<file path="src/rtl/multiplexor_display.sv">
// -----------------------------------------------------------------------------
// multiplexor_display
//   Scan controller for a 4-digit common-anode seven-segment display. A shadow
//   copy of a 16-bit value is shown one hex nibble at a time. Each digit is lit
//   for CLK_DIV cycles. Optional leading-zero blanking is applied through the
//   anodes only.
//
//   Ports
//     clk          in   system clock, rising edge
//     rst_n        in   synchronous reset, active-low
//     valor        in   value to display (nibble k -> digit k, digit 0 rightmost)
//     cargar       in   load strobe, copies valor into the shadow register
//     blank_ceros  in   leading-zero blanking enable
//     numero       out  nibble of the selected digit, sent to the encoder
//     codifica     in   active-low segment pattern returned by the encoder
//     segmentos    out  registered segment drive, active-low {g,f,e,d,c,b,a}
//     anodos       out  registered anode drive, active-low, at most one low
//     fin_barrido  out  one-cycle pulse when a full 4-digit scan completes
//
// Codificadorsietesegmentos
//   Combinational hex to seven-segment encoder, active-low {g,f,e,d,c,b,a}.
//     numero    in   hex digit
//     codifica  out  segment pattern
// -----------------------------------------------------------------------------
module multiplexor_display #(
  parameter int unsigned CLK_DIV = 50000,
  parameter int unsigned DIV_W   = 24
) (
  input  logic       clk,
  input  logic       rst_n,
  input  logic [15:0] valor,
  input  logic       cargar,
  input  logic       blank_ceros,
  output logic [3:0] numero,
  input  logic [6:0] codifica,
  output logic [6:0] segmentos,
  output logic [3:0] anodos,
  output logic       fin_barrido
);

  localparam logic [DIV_W-1:0] PRES_LAST = DIV_W'(CLK_DIV - 1);
  localparam logic [DIV_W-1:0] PRES_ONE  = DIV_W'(1);

  logic [15:0]      sombra_q, sombra_d;
  logic [DIV_W-1:0] pres_q, pres_d;
  logic [1:0]       idx_q, idx_d;
  logic [6:0]       seg_q, seg_d;
  logic [3:0]       an_q, an_d;
  logic             fin_q, fin_d;
  logic             tick;
  logic             apagado;

  assign tick   = (pres_q == PRES_LAST);
  assign numero = sombra_q[{idx_q, 2'b00} +: 4];

  // A digit is blanked when it and every more significant nibble are zero.
  // Digit 0 is always lit so that a zero value still shows one "0".
  always_comb begin
    apagado = 1'b0;
    case (idx_q)
      2'd1:    apagado = blank_ceros && (sombra_q[15:4]  == 12'h000);
      2'd2:    apagado = blank_ceros && (sombra_q[15:8]  == 8'h00);
      2'd3:    apagado = blank_ceros && (sombra_q[15:12] == 4'h0);
      default: apagado = 1'b0;
    endcase
  end

  always_comb begin
    pres_d   = tick ? '0 : (pres_q + PRES_ONE);
    idx_d    = tick ? (idx_q + 2'd1) : idx_q;
    sombra_d = cargar ? valor : sombra_q;
    fin_d    = tick && (idx_q == 2'd3);
    // Outputs follow the index with one cycle of latency. The segment
    // register always tracks the encoder; blanking is done by the anodes.
    seg_d    = codifica;
    an_d     = apagado ? 4'hF : ~(4'b0001 << idx_q);
  end

  always_ff @(posedge clk) begin
    if (!rst_n) begin
      sombra_q <= '0;
      pres_q   <= '0;
      idx_q    <= '0;
      seg_q    <= 7'h7F;
      an_q     <= 4'hF;
      fin_q    <= 1'b0;
    end else begin
      sombra_q <= sombra_d;
      pres_q   <= pres_d;
      idx_q    <= idx_d;
      seg_q    <= seg_d;
      an_q     <= an_d;
      fin_q    <= fin_d;
    end
  end

  assign segmentos   = seg_q;
  assign anodos      = an_q;
  assign fin_barrido = fin_q;

endmodule


</file>
<file path="config.mk">
export PLATFORM = sky130hd
export DESIGN_NAME = multiplexor_display
export DESIGN_NICKNAME = d
export VERILOG_FILES = /design/src/rtl/multiplexor_display.sv
export SDC_FILE = /design/constraint.sdc
export NUM_CORES = 1
export LEC_CHECK = 0
export CAP_MARGIN = 40
export CORE_ASPECT_RATIO = 1.75
export CORE_UTILIZATION = 45
export DETAILED_ROUTE_END_ITERATION = 8
export GPL_ROUTABILITY_DRIVEN = 0
export HOLD_SLACK_MARGIN = 0.15
export PLACE_DENSITY = 0.79
export SLEW_MARGIN = 15
export SYNTH_ARGS = -nofsm -noshare
export SYNTH_HDL_FRONTEND = slang
export SYNTH_SLANG_ARGS = --single-unit
</file>
<file path="constraint.sdc">
create_clock -name clk -period 4.5 [get_ports clk]
set_input_delay 0.9 -clock clk [delete_from_list [all_inputs] [get_ports clk]]
set_output_delay 0.9 -clock clk [all_outputs]
set_load 0.02 [all_outputs]
</file>
==> results.ini <==
[placed_design]
postPlaceCellArea_um2 = 2734
dp.final_hpwl_um = 3277
dp_cells = 316
placement.setup.worst_slack_ns = 1.961
place.port_buffers = 42

[yosys]
syn_avg_cell_area_um2 = 9.900
post_synth_num_cell_types = 38
ys_ff_latch = 54
yosys.area.top_type_share_pct = 47.68
syn-instance-count = 229
netlist_top_cells_area = dfxtp_1 48%, mux2i_1 7.1%, nor2_1 5.0%
netlist_top_cells_count = 54 x dfxtp_1, 30 x nor2_1, 16 x mux2i_1
synth.yosys.warnings = 0
synth-seq-area-share_pct = 47.68
syn-num-nets = 261
synth-async-reset-ratio_pct = 0
netlist.top_cell.by_area = dfxtp_1
post-synth-top-count-cell = dfxtp_1
post_synth_instance_area_um2 = 2267
postSynth.topFlopCell = dfxtp_1
synth-edff-count = 0

[setup_path]
worst-endpoint-arrival_ns = 1.97
critical_path.cell_chain = mux4_2, clkdlybuf4s50_1
critical_path.n_buffers_inverters = 1
critical_path_class = register to output port
crit_required_ns = 3.60
element_type_at_the_critical_path_end = output port
critical_path.max_fanout = 9
critical_path.max_stage_delay_ns = 0.57
cpMaxStageDelayCell = dfxtp_1
crit_path_start_kind = register
worst_path_dominant_cell_family = flip-flops

[global_route]
antenna_found_initial = 0
globalRoute.totalOverflow = 0
grt_use_total_pct = 17.13
first_global_vias = 1689
grt_start_max_net_pins = 19
grt_first_pass_wirelength_um = 7245

[sta]
slew_viol_final = 0
timing.setup.tns_ns = 0
tightest_slew_ns = 0.5208
rsz0062_at_grt = false
maxClockFrequency_mhz = 348.7
shortest_period_the_worst_path_allows_ns = 2.868
final-hold-violation-count = 0
timing.clock.skew_ns = 0.008441
worst_slew_margin_rel_pct = 65.17
whs_ns = 0.4694
setup-violations-final = 0
timing.final.crit_share_pct = 63.73
setup_slack_ns = 1.632

[floorplan]
die_w_um = 55.66
design.core.area_um2 = 4748
start_util_pct = 47.75
std_cell_rows = 33
die_height_um = 95.90
floorplan.io_pins = 43
fp.dieArea_um2 = 5337

[layout]
total_non_filler_cell_area_in_the_finished_layout_um2 = 2844
drive_gt1_share_pct = 7.721
final_net_count = 303
num_antenna_cells = 0
layout.cells.non_filler = 324
area.growth.synth_to_final_pct = 25.44

[drt]
drtIter0Drc = 34
route.final.wire_length_um = 4413
via_per_inst = 5.549
vias = 1798
post-route-drc-count = 0
detailedRoute.firstPassIterationCount = 4
drt-wirelength-per-cell_um = 13.62
ant_nets = 0

[clocking]
clock_latency_ns = 0.31
ctsLongestPathBuffers = 2
numCtsBuffers = 5
cts_htree_levels = 2
cts_post_setup_buffers_inserted = 0
cts_hold_buf = 0
cts-root-buf = clkbuf_8
clkSlewWorstSetupHoldPaths_ns = 0.09
cts_tree = yes
post_cts.resized_instances = 0
clkSinkCount = 54

[min_path]
timing.hold.worst.class = register to register

[power]
share_clk_of_total_power_pct = 35.4
pwr_density_cell_nw_per_um2 = 317.1
internal_power_uw = 706.4
leakagePower_uw = 0.001086
power_switching_uw = 195.3
comb_power_share_pct = 9.1
power.share.switching_pct = 21.66
ir_drop_uv = 265.0
seq_power_share_pct = 55.5

[flow_run]
cap_viol_max_count = 0

[outcome]
outcome = complete, no violations

registers in the layout (all words and copies together) (netlist names):
register and flops:
anodos 4, fin_barrido 1, idx_q 2, pres_q 24, segmentos 7, sombra_q 16
layout by cell type, fill, tap and decap left out, types with 4 or more instances in the layout:
cell,Yosys,layout
mux2i_1,16,16
clkdlybuf4s50_1,0,42
dfxtp_1,54,54
clkbuf_8,0,5
nor2_1,30,30
nand2_1,9,9
nor4_1,6,6
a21oi_1,11,11
nand3_1,9,9
ha_1,5,5
o31ai_1,4,4
nand2b_1,7,7
nand4_1,8,8
o21ai_0,6,6
or3_1,8,8
mux4_2,4,4
xor2_1,10,10
inv_1,4,4
per-stage QoR:
stage | power [µW] | util (%)
3_5_place_dp | 594.6 | 57.58
4_1_cts | 912.2 | 59.89
2_1_floorplan | 550.3 | -
5_1_grt | 937.7 | 59.89
3_3_place_gp | 590.4 | 56.94
6_report | 901.8 | 59.89
layout make-up:
class                      count  area [µm²]
timing repair buffer          44       450.4
multi-input combinational    161        1119
fill                         411        1904
tap                           52       65.06
inverter                       5       18.77
clock inverter                 2       37.54
clock buffer                   6       72.57
sequential                    54        1081
metal layers:
| metal | track usage, % | wire length [µm] |
|---|---|---|
| met1 | 16.71 | 1807 |
| met4 | 7.292 | 107 |
| met2 | 34.64 | 2362 |
| met5 | 0 | 0 |
| met3 | 2.957 | 135 |
power groups by stage:
| stage | clock network [µW] | registers [µW] | logic [µW] |
|---|---|---|---|
| 2_1_floorplan | 0 | 515 | 35.8 |
| 3_3_place_gp | 0 | 512 | 78.8 |
| 3_5_place_dp | 0 | 512 | 82.5 |
| 4_1_cts | 328 | 501 | 82.9 |
| 5_1_grt | 347 | 503 | 88.3 |
| 6_report | 319 | 501 | 82.2 |
logic make-up (layout without fill, tap and decap cells):
family                   count (synthesis)  after routing  share of synthesized area [%]
flip-flops                              54             54                          47.68
multiplexers                            20             20                          11.04
XOR/XNOR                                12             12                          4.636
adder cells (fa/ha/maj)                  5              5                          2.759
buffers and inverters                   14             57                          2.979
AO/OA/AOI/OAI                           27             27                          6.954
AND/OR/NAND/NOR                         97             97                          23.95
worst paths after layout:
kind                         startpoint               endpoint  slack [ns]  cells past startpoint
setup / recovery  idx_q[0]$_SDFFE_PN0P_              numero[2]        1.63                      2
hold / removal     pres_q[0]$_SDFF_PP0_   pres_q[0]$_SDFF_PP0_        0.47                      1
setup reg to reg   pres_q[0]$_SDFF_PP0_  pres_q[23]$_SDFF_PP0_        2.40                      6
hold reg to reg    pres_q[0]$_SDFF_PP0_   pres_q[0]$_SDFF_PP0_        0.47                      1
Power figures use the tool's default switching activity.
